## src/rtl/fd_fetch_buffer_pkg.sv

```systemverilog
// Shared F/D pipeline definitions: reset PC, nop encoding and the buffered entry layout.
package fd_fetch_buffer_pkg;

  localparam logic [31:0] NOP_INSTR = 32'h00000000;
  localparam logic [31:0] RESET_PC  = 32'h00003000;

  typedef struct packed {
    logic [31:0] pc;
    logic [31:0] instr;
  } fd_entry_t;

endpackage

```

## src/rtl/fd_fetch_buffer_mem.sv

```systemverilog
// DEPTH-entry register array: one synchronous write port, one asynchronous read port.
// Contents are never cleared; validity is tracked by the owning buffer.
module fd_buf_mem
  import fd_fetch_buffer_pkg::*;
#(
  parameter int DEPTH = 2,
  parameter int W     = 64,
  parameter int AW    = $clog2(DEPTH)
) (
  input  logic          clk,
  input  logic          we,
  input  logic [AW-1:0] waddr,
  input  logic [W-1:0]  wdata,
  input  logic [AW-1:0] raddr,
  output logic [W-1:0]  rdata
);

  logic [W-1:0] mem [DEPTH];

  // Write the addressed entry on the rising edge.
  always_ff @(posedge clk) begin
    if (we) begin
      mem[waddr] <= wdata;
    end
  end

  // Combinational read of the addressed entry.
  always_comb begin
    rdata = mem[raddr];
  end

endmodule

```

## src/rtl/fd_fetch_buffer.sv

```systemverilog
// F/D instruction buffer: small circular FIFO of {pc, instr} between fetch and decode.
// Absorbs decode stalls, back-pressures fetch when full, and supports flush with an
// optional kept delay-slot instruction. Outputs depend on registered state only.
module fd_fetch_buffer
  import fd_fetch_buffer_pkg::*;
#(
  parameter int              DEPTH    = 2,
  parameter int              XLEN     = 32,
  parameter logic [XLEN-1:0] RESET_PC = XLEN'(fd_fetch_buffer_pkg::RESET_PC)
) (
  input  logic                     clk,
  input  logic                     reset,
  input  logic                     f_valid,
  input  logic [XLEN-1:0]          f_pc,
  input  logic [XLEN-1:0]          f_instr,
  output logic                     f_stall,
  input  logic                     d_ready,
  output logic                     d_valid,
  output logic [XLEN-1:0]          d_pc,
  output logic [XLEN-1:0]          d_instr,
  output logic [XLEN-1:0]          d_pc8,
  input  logic                     flush,
  input  logic                     flush_keep_in,
  output logic [$clog2(DEPTH):0]   count
);

  localparam int AW = $clog2(DEPTH);
  localparam int CW = AW + 1;
  localparam int W  = 2 * XLEN;

  logic [AW-1:0] hd;
  logic [AW-1:0] tl;
  logic [CW-1:0] cnt;

  logic          enq;
  logic          deq;
  logic          keep;
  logic          mem_we;
  logic [AW-1:0] mem_waddr;
  logic [W-1:0]  mem_rdata;

  // Handshakes and status, all derived from registered occupancy (no d_ready -> f_stall path).
  always_comb begin
    f_stall = (cnt == CW'(DEPTH));
    d_valid = (cnt != '0);
    enq     = f_valid & ~f_stall;
    deq     = d_valid & d_ready;
    keep    = flush_keep_in & f_valid;
    count   = cnt;
  end

  // Storage write: a flush empties the buffer first, so a kept instruction lands in entry 0.
  always_comb begin
    mem_we    = enq;
    mem_waddr = tl;
    if (flush) begin
      mem_we    = keep;
      mem_waddr = '0;
    end
  end

  fd_buf_mem #(
    .DEPTH (DEPTH),
    .W     (W),
    .AW    (AW)
  ) u_mem (
    .clk   (clk),
    .we    (mem_we),
    .waddr (mem_waddr),
    .wdata ({f_pc, f_instr}),
    .raddr (hd),
    .rdata (mem_rdata)
  );

  // Pointer and occupancy update: reset, then flush, then normal enqueue/dequeue.
  always_ff @(posedge clk) begin
    if (reset) begin
      hd  <= '0;
      tl  <= '0;
      cnt <= '0;
    end else if (flush) begin
      hd  <= '0;
      tl  <= keep ? AW'(1) : '0;
      cnt <= keep ? CW'(1) : '0;
    end else begin
      hd  <= hd + AW'(deq);
      tl  <= tl + AW'(enq);
      cnt <= cnt + CW'(enq) - CW'(deq);
    end
  end

  // Head entry presentation; idle values when empty.
  always_comb begin
    if (d_valid) begin
      d_pc    = mem_rdata[W-1:XLEN];
      d_instr = mem_rdata[XLEN-1:0];
    end else begin
      d_pc    = RESET_PC;
      d_instr = XLEN'(NOP_INSTR);
    end
    d_pc8 = d_pc + XLEN'(8);
  end

endmodule
```

## config.mk

```make
export PLATFORM = sky130hd
export DESIGN_NAME = fd_fetch_buffer
export DESIGN_NICKNAME = d
export VERILOG_FILES = /design/src/rtl/fd_fetch_buffer_pkg.sv /design/src/rtl/fd_fetch_buffer_mem.sv /design/src/rtl/fd_fetch_buffer.sv
export SDC_FILE = /design/constraint.sdc
export NUM_CORES = 1
export LEC_CHECK = 0
export ABC_CLOCK_PERIOD_IN_PS = 7540
export CORE_MARGIN = 3
export CORE_UTILIZATION = 45
export CTS_CLUSTER_DIAMETER = 60
export DETAILED_ROUTE_END_ITERATION = 10
export GPL_ROUTABILITY_DRIVEN = 1
export PLACE_DENSITY = 0.76
export SLEW_MARGIN = 20
export SYNTH_ARGS = -nofsm -noshare
export SYNTH_HDL_FRONTEND = slang
export SYNTH_SLANG_ARGS = --single-unit
```

## constraint.sdc

```tcl
create_clock -name clk -period 7.54 [get_ports clk]
set_input_delay 1.508 -clock clk [delete_from_list [all_inputs] [get_ports clk]]
set_output_delay 1.508 -clock clk [all_outputs]
set_load 0.02 [all_outputs]
```

# Word-level counts from Yosys, hierarchy flattened
# Memories as Yosys holds them, arrays and structs flattened. A register that Yosys moved wholly into a read port is not among the register bits.
# Cells that the tools add are included.
dict set report word_totals {
  reg_bits 4
  ramBits 128
  in_bits 70
  output_inout_bits 100
  mem_count 1
}
# memory depth word_bits rd rd_clocked_by_memory_dff write_ports line_no
set memory_table {}
lappend memory_table {u_mem.mem 2 64 1 1 1 fd_fetch_buffer_mem.sv:18} ;# logic [W-1:0] mem [DEPTH];
dict set report classes {
  n_addsub 5
  n_eq_ne 1
  muxes 11
  n_bitwise 4
  n_reduce_logical 2
}
# cell count
set op_table {}
lappend op_table {{2-to-1 mux 32 bit} 2}
lappend op_table {{adder 32 x 4 -> 32 bit, second input constant} 1}
lappend op_table {{2-to-1 mux 1 bit} 8}
lappend op_table {{bitwise AND 1 bit} 3}
lappend op_table {{adder 1 bit} 2}
lappend op_table {{adder 2 x 1 -> 2 bit} 1}
lappend op_table {{== test 2 bit, second input constant} 1}
lappend op_table {{2-to-1 mux 2 bit} 1}
lappend op_table {{nonzero test 2 bit} 1}
lappend op_table {{OR reduction 2 bit} 1}
lappend op_table {{subtractor 2 x 1 -> 2 bit} 1}
lappend op_table {{inverter 1 bit} 1}

# Logic depth before layout (Yosys ltp)
# Gate-level depths: netlist of the first run.
dict set report depth {
  depth_word 6
  mapped_depth 12
  mapped_depth_nobuf 9
}

# Cells and area by module
# Synthesis of the first run repeated with hierarchy kept, for this count alone.
dict set report unflattened {
  cells_unflattened 396
  area_unflattened_um2 6242.2
}
# module instances cells_per_inst area_each_um2 seq_area_each_um2
set by_module_without_submodules {}
lappend by_module_without_submodules {fd_buf_mem 1 201 4933.5 3843.7}
lappend by_module_without_submodules {fd_fetch_buffer 1 195 1308.8 80.1}

# Worst setup path before layout of the first run
# No wires, ideal clock.
dict set report synth_timing {
  kind {input -> register}
  from {input port flush}
  to {memory u_mem.mem[1][0] (enable)}
  arrival_ps 6373
  required_time_ps 6962
  slack_ps 589
  cell_stages 2
  path_buffers 1
  cell_sequence {clkbuf_1 -> nor3b_1}
}
dict set report synth_between {
  elab_chain_cells 3
  word_cells_on_any_way 4
  classes_between {mux (4)}
}
# element line_no
set synth_lines {}
lappend synth_lines {{from (decl)} fd_fetch_buffer.sv:22} ;# input logic flush,
lappend synth_lines {{2-to-1 mux 1 bit} fd_fetch_buffer.sv:56} ;# if (flush) begin
lappend synth_lines {{2-to-1 mux 1 bit} fd_fetch_buffer_mem.sv:22} ;# if (we) begin
lappend synth_lines {{2-to-1 mux 1 bit (not written as such)} fd_fetch_buffer_mem.sv:23} ;# mem[waddr] <= wdata;
lappend synth_lines {{to (decl)} fd_fetch_buffer_mem.sv:18}
# Parallel ways exist; a longest one is shown, timed or not.

==> summary.md, run 1 <==
| Metric | Value |
|---|---|
| Final HPWL DP | `9.12 mm` |
| Inst Count DP | `724` |
| Crit-path max cell delay | `0.74 ns` |
| Final #Nets | `644` |
| Detailed Route Iter0 Violations | `179` |
| RSZ-0062 raised after global routing | `false` |
| Post-CTS sizing | `0` |
| Share of the yosys chip area belonging to registers | `66.2%` |
| Worst hold path type | `flop to flop` |
| I/O Pins | `170` |
| Synth Register Bits | `132` |
| Switching pwr | `0.000484 W` |
| WHS | `0.561 ns` |
| Port bufs | `169` |
| Yosys cell types | `40` |
| PnR Total Power | `0.00198 W` |
| Clk slew on worst S/H paths | `0.06 ns` |
| Combinational share of power | `15.2%` |
| Leakage Power | `2.78 nW` |
| YS warnings | `0` |
| DRC viols | `0` |
| Clock Latency Late Sink | `0.41 ns` |
| Initial antenna violation count | `0` |
| Cts hold-fix bufs | `0` |
| Post-synth EDFFs | `128` |
| Die height | `121 um` |
| Tmin final | `5.49 ns` |
| Pwr Density | `238 nW/um2` |
| Share of cells above drive strength 1 | `11.6%` |
| Post-synth ARST share | `0%` |
| Net Sw Frac | `24.4%` |
| Sequential Power Share | `42.9%` |
| Synth-to-layout area growth | `40.5%` |
| Setup crit start kind | `flop` |
| Rows | `41` |
| CP Capture Type | `primary output` |
| Post-synthesis simple-gate area fraction | `12.8%` |
| Pins Over Slew Limit | `0` |
| Wire length per cell | `17.2 um` |
| Setup TNS | `0 ns` |
| Synthesized area per cell | `14.8 um2` |
| Critical path data arrival time | `3.99 ns` |
| Worst Tran Pin Value | `0.892 ns` |
| Worst setup path category | `flop to primary output` |
| Final hold vios | `0` |
| # diodes | `0` |
| Placed inst area | `7730 um2` |
| CTS tree | `built` |
| Max-cap violation count | `0` |
| Adder-Cell Fraction of Synth Area | `0.633%` |
| Global-route wire length before repair | `20.1 mm` |
| CTS buffer count | `17` |
| Post-Syn Area | `5930 um2` |
| Via density | `5.05` |
| Clock root buffer | `clkbuf_16` |
| Worst Path Required | `6.03 ns` |
| Reg2reg setup slack | `4.67 ns` |
| Setup repair bufs after CTS | `0` |
| Internal cell power | `0.00150 W` |
| Clock Power Share | `41.9%` |
| Vias in the first global route | `3939` |
| Main combinational cell family by area after synthesis | `simple AND/OR/NAND/NOR gates` |
| Slowest stage cell, crit path | `dfxtp_4` |
| Initial core utilization | `46.4%` |
| Final non-filler cell total | `756` |
| Clock sink total | `132` |
| Mux contribution to synthesized area | `10.6%` |
| Max H-tree Level | `4` |
| GRT Total Usage | `18.1%` |
| Fin crit share | `72.9%` |
| Post-DRT Antenna Nets | `0` |
| Most common flop cell mapped by yosys | `edfxtp_1` |
| Crit-path cells | `buf_4 -> mux2i_1 -> a211oi_4 -> nand4_2 -> nor4_1 -> xor2_1 -> clkdlybuf4s50_1` |
| Peak supply drop | `0.157 mV` |
| Max Root-Sink Buffers | `2` |
| Max Clk Rate | `0.182 GHz` |
| Post-synthesis compound-gate area fraction | `2.26%` |
| Largest fanout on the critical path | `45` |
| Status | `finished, final reports clean` |
| Largest net degree at the start of global routing | `66` |
| Synth Area in XOR/XNOR | `4.43%` |
| Via count | `3817` |
| Initial DRT Pass Iterations | `5` |
| Remaining global-route overflow | `0` |
| Syn nets | `474` |
| WL final | `13.0 mm` |
| Max-slew headroom | `40.5%` |
| Final Setup Violations | `0` |
| Mapped Cells | `401` |
| Worst Clk Skew | `0.0115 ns` |
| Design area | `8340 um2` |
| Placeable Area | `12800 um2` |
| GP Congestion | `0.838` |
| Die ar. | `14600 um2` |
| Die X | `121 um` |
==> metrics by stage <==
| stage | setup WS [ns] | utilization, % |
|---|---|---|
| 2_1_floorplan | 0.589 | - |
| 3_3_place_gp | 2.52 | 60.5 |
| 3_5_place_dp | 2.43 | 60.5 |
| 4_1_cts | 1.98 | 65.3 |
| 5_1_grt | 1.71 | 65.3 |
| 6_report | 2.05 | 65.3 |
==> path summary, 6_finish.rpt <==
| check | from | endpoint | depth (start not counted) |
|---|---|---|---|
| hold / removal | tl | tl | 2 |
| setup / recovery | hd | d_pc8[30] | 7 |
| setup reg to reg | count[1] | count[1] | 10 |
| hold reg to reg | tl | tl | 2 |
==> registers in the layout, indices dropped and copies added (netlist names) <==
name and flops:
u_mem.mem 128, count 2, tl 1, hd 1
==> layout make-up <==
class                      count  area, um2
clock buffer                  17        425
tap                          172        215
multi-input combinational    241       1840
clock inverter                15        181
timing repair buffer         173       1720
inverter                       6       22.5
sequential                   132       3930
fill                         923       4440
==> per-layer routing <==
metal	GRT usage, %	up-vias	wire (um)
met5	0	-	0
met3	6.41	8	1090
met2	30.1	163	6540
li1	-	1809	-
met1	21.9	1837	5310
met4	6.30	0	99
==> cell usage in the layout (no fill, tap or decap), types with 3 or more instances in the layout <==
cell type,instances
clkinvlp_4,4
nor3_2,3
nand4_1,3
nor3_1,8
a211oi_4,3
nor2_2,4
nor2_1,62
dfxtp_1,3
mux2i_1,63
inv_6,3
clkbuf_16,17
nor4_2,5
clkinv_4,3
nor3b_2,3
inv_1,6
bufinv_16,3
nand3_1,8
edfxtp_1,128
a21oi_1,3
buf_4,4
xnor2_1,10
clkdlybuf4s50_1,169
nand2_1,15
xor2_1,20
ha_1,3
nand3b_4,3
==> power by group through the flow <==
stage               Clock [W]  Combinational [W]  Sequential [W]
floorplan                   0           0.000159        0.000864
global placement            0           0.000300        0.000865
detailed placement          0           0.000303        0.000867
CTS                  0.000841           0.000305        0.000851
global route         0.000869           0.000322        0.000854
finish               0.000830           0.000301        0.000851
==> logic make-up after synthesis <==
group | count (synthesis)
XOR/XNOR | 30
multiplexers | 63
AO/OA/AOI/OAI | 13
flip-flops | 132
adder cells (fa/ha/maj) | 3
buffers and inverters | 28
AND/OR/NAND/NOR | 132
==> synthesized netlist by cell type, types with 2 or more instances <==
| master | number | share of area (%) |
|---|---|---|
| nand3b_1 | 2 | 0.25 |
| buf_2 | 9 | 0.76 |
| xnor2_1 | 10 | 1.5 |
| buf_6 | 5 | 0.95 |
| nor2_2 | 4 | 0.42 |
| dfxtp_1 | 4 | 1.4 |
| buf_4 | 7 | 0.89 |
| nor2b_1 | 2 | 0.21 |
| nor3b_2 | 2 | 0.42 |
| nand3b_4 | 3 | 1.0 |
| mux2i_1 | 63 | 11 |
| nor3_2 | 3 | 0.51 |
| a211oi_2 | 2 | 0.42 |
| edfxtp_1 | 128 | 65 |
| o21ai_0 | 2 | 0.17 |
| nand2_1 | 15 | 0.95 |
| nand3_1 | 8 | 0.68 |
| and2_1 | 3 | 0.32 |
| a21oi_1 | 3 | 0.25 |
| nor3_1 | 8 | 0.68 |
| ha_1 | 3 | 0.63 |
| a211oi_4 | 3 | 1.0 |
| nor2_1 | 63 | 4.0 |
| nand4_2 | 2 | 0.42 |
| nand2b_1 | 2 | 0.21 |
| nor4_2 | 5 | 1.1 |
| xor2_1 | 20 | 3.0 |
| inv_1 | 6 | 0.38 |
| nand4_1 | 3 | 0.32 |
==> critical path, delay by kind of cell, from the launching register on <==
family          cells  cell delay (ns)
compound gates      1             0.28
xor+xnor            1             0.18
buf+inv             2             1.25
flops               1             0.74
mux                 1             0.26
simple gates        2             0.85
Power figures use the tool's default switching activity.
==> inputs of run 2 (changes only) <==
--- a/config.mk
+++ b/config.mk
@@ -5,7 +5,7 @@
 export SDC_FILE = /design/constraint.sdc
 export NUM_CORES = 1
 export LEC_CHECK = 0
-export ABC_CLOCK_PERIOD_IN_PS = 7540
+export ABC_CLOCK_PERIOD_IN_PS = 5400
 export CORE_MARGIN = 3
 export CORE_UTILIZATION = 45
 export CTS_CLUSTER_DIAMETER = 60
==> constraint.sdc (replaced) <==
create_clock -name clk -period 5.4 [get_ports clk]
set_input_delay 1.08 -clock clk [delete_from_list [all_inputs] [get_ports clk]]
set_output_delay 1.08 -clock clk [all_outputs]
set_load 0.02 [all_outputs]
==> summary.md, run 2 (synthesis results as in run 1) <==
| Metric | Value |
|---|---|
| Crit-path max cell delay | `0.61 ns` |
| I/O Pins | `170` |
| Worst hold path type | `flop to flop` |
| Clk slew on worst S/H paths | `0.05 ns` |
| Global-route wire length before repair | `20.3 mm` |
| Die height | `121 um` |
| Setup repair bufs after CTS | `0` |
| CTS tree | `built` |
| Die ar. | `14600 um2` |
| Remaining global-route overflow | `0` |
| Max H-tree Level | `4` |
| Max Root-Sink Buffers | `2` |
| GP Congestion | `0.849` |
| Status | `finished, final reports clean` |
| Largest fanout on the critical path | `21` |
| Fin crit share | `86.3%` |
| Worst setup path category | `flop to primary output` |
| Die X | `121 um` |
| Via density | `4.95` |
| Clock sink total | `132` |
| Setup TNS | `0 ns` |
| # diodes | `0` |
| WHS | `0.568 ns` |
| Filler Cells Inserted | `944` |
| Largest net degree at the start of global routing | `66` |
| CP Capture Type | `primary output` |
| Vias in the first global route | `3882` |
| Initial core utilization | `46.4%` |
| Largest register FFs | `128` |
| Setup crit start kind | `flop` |
| Final #Nets | `644` |
| Max-slew headroom | `41.1%` |
| Final non-filler cell total | `755` |
| Pins Over Slew Limit | `0` |
| Wire length per cell | `17.3 um` |
| Detailed Route Iter0 Violations | `260` |
| Hold Path Stages | `2` |
| Initial antenna violation count | `0` |
| Leakage Power | `2.77 nW` |
| Tmin final | `4.66 ns` |
| Initial DRT Pass Iterations | `4` |
| Slowest stage cell, crit path | `clkdlybuf4s50_1` |
| Synth-to-layout area growth | `39.6%` |
| Post-DRT Antenna Nets | `0` |
| Final Setup Violations | `0` |
| Reg2Reg Depth | `10` |
| GRT Total Usage | `18.4%` |
| Clock Latency Late Sink | `0.40 ns` |
| Design area | `8280 um2` |
| CTS buffer count | `17` |
| DRC viols | `0` |
| Inst Count DP | `724` |
| WL final | `13.1 mm` |
| Biggest register | `u_mem.mem` |
| Final hold vios | `0` |
| Post-CTS sizing | `0` |
| Worst Clk Skew | `0.00797 ns` |
| Placed inst area | `7730 um2` |
| Final HPWL DP | `9.26 mm` |
| Placeable Area | `12800 um2` |
| Peak supply drop | `0.223 mV` |
| Worst Tran Pin Value | `0.884 ns` |
| Pwr Density | `322 nW/um2` |
| Crit-path cells | `mux2i_1 -> or2_2 -> inv_1 -> ha_1 -> nor3b_2 -> nand3_4 -> nor4_2 -> xor2_1 -> clkdlybuf4s50_1` |
| Commonest non-fill, non-tap cell in the layout | `clkdlybuf4s50_1` |
| Via count | `3739` |
| RSZ-0062 raised after global routing | `false` |
| Port bufs | `169` |
| Commonest non-fill, non-tap cells in the layout | `clkdlybuf4s50_1 (169), edfxtp_1 (128), mux2i_1 (63)` |
| Clock root buffer | `clkbuf_16` |
| Share of cells above drive strength 1 | `10.8%` |
| Critical path data arrival time | `3.58 ns` |
| Worst Path Required | `4.32 ns` |
| Max Clk Rate | `0.215 GHz` |
| Cts hold-fix bufs | `0` |
| Max-cap violation count | `0` |
| Rows | `41` |
==> run 2: cell types whose count changed in the layout (fill, tap and decap cells not counted), sizes merged <==
cell	before	now
inv	9	6
clkinvlp	4	3
bufinv	3	2
clkinv	5	8
clkbuf	17	18
==> run 2: routing by layer <==
metal	GRT usage, %	wire [um]	part of all wire, %
met1	23.8	5670	43
met2	29.3	6250	48
met3	6.22	1050	8.0
met4	5.88	110	0.84
met5	0	0	0
==> run 2: power by group <==
part	internal [W]	total [W]	switching (W)
Sequential	0.00117	0.00119	0.0000163
Clock	0.000665	0.00106	0.000393
Combinational	0.000194	0.000424	0.000229
Total	0.00203	0.00267	0.000639
==> run 2: layout make-up <==
type / count / area, um2 / share of cell area (%)
inverters: 6 / 22.5 / 0.272
multi-input cells: 241 / 1850 / 22.3
clock buffers: 18 / 429 / 5.18
flip-flops and latches: 132 / 3930 / 47.4
well taps: 172 / 215 / 2.60
repair buffers: 173 / 1720 / 20.8
clock inverters: 13 / 118 / 1.42
==> run 2: worst paths after layout <==
kind	to	start	slack [ns]
min reg2reg	tl	tl	0.57
min	tl	tl	0.57
max	d_pc8[29]	hd	0.74
max reg2reg	count[1]	count[1]	2.47
==> run 2: critical path: cells and delay by family, from the launching register on <==
family | cells | cell delay [ns]
adder cells (fa/ha/maj) | 1 | 0.19
AND/OR/NAND/NOR | 4 | 1.39
multiplexers | 1 | 0.19
XOR/XNOR | 1 | 0.16
flip-flops | 1 | 0.54
buffers and inverters | 2 | 0.70
==> run 2: stage by stage <==
stage	power (W)	utilization [%]	setup WS, ns
CTS	0.00269	64.8	0.676
finish	0.00267	64.8	0.741
global route	0.00277	64.8	0.479
detailed placement	0.00163	60.6	1.12
floorplan	0.00143	-	1.03
global placement	0.00163	60.6	1.23
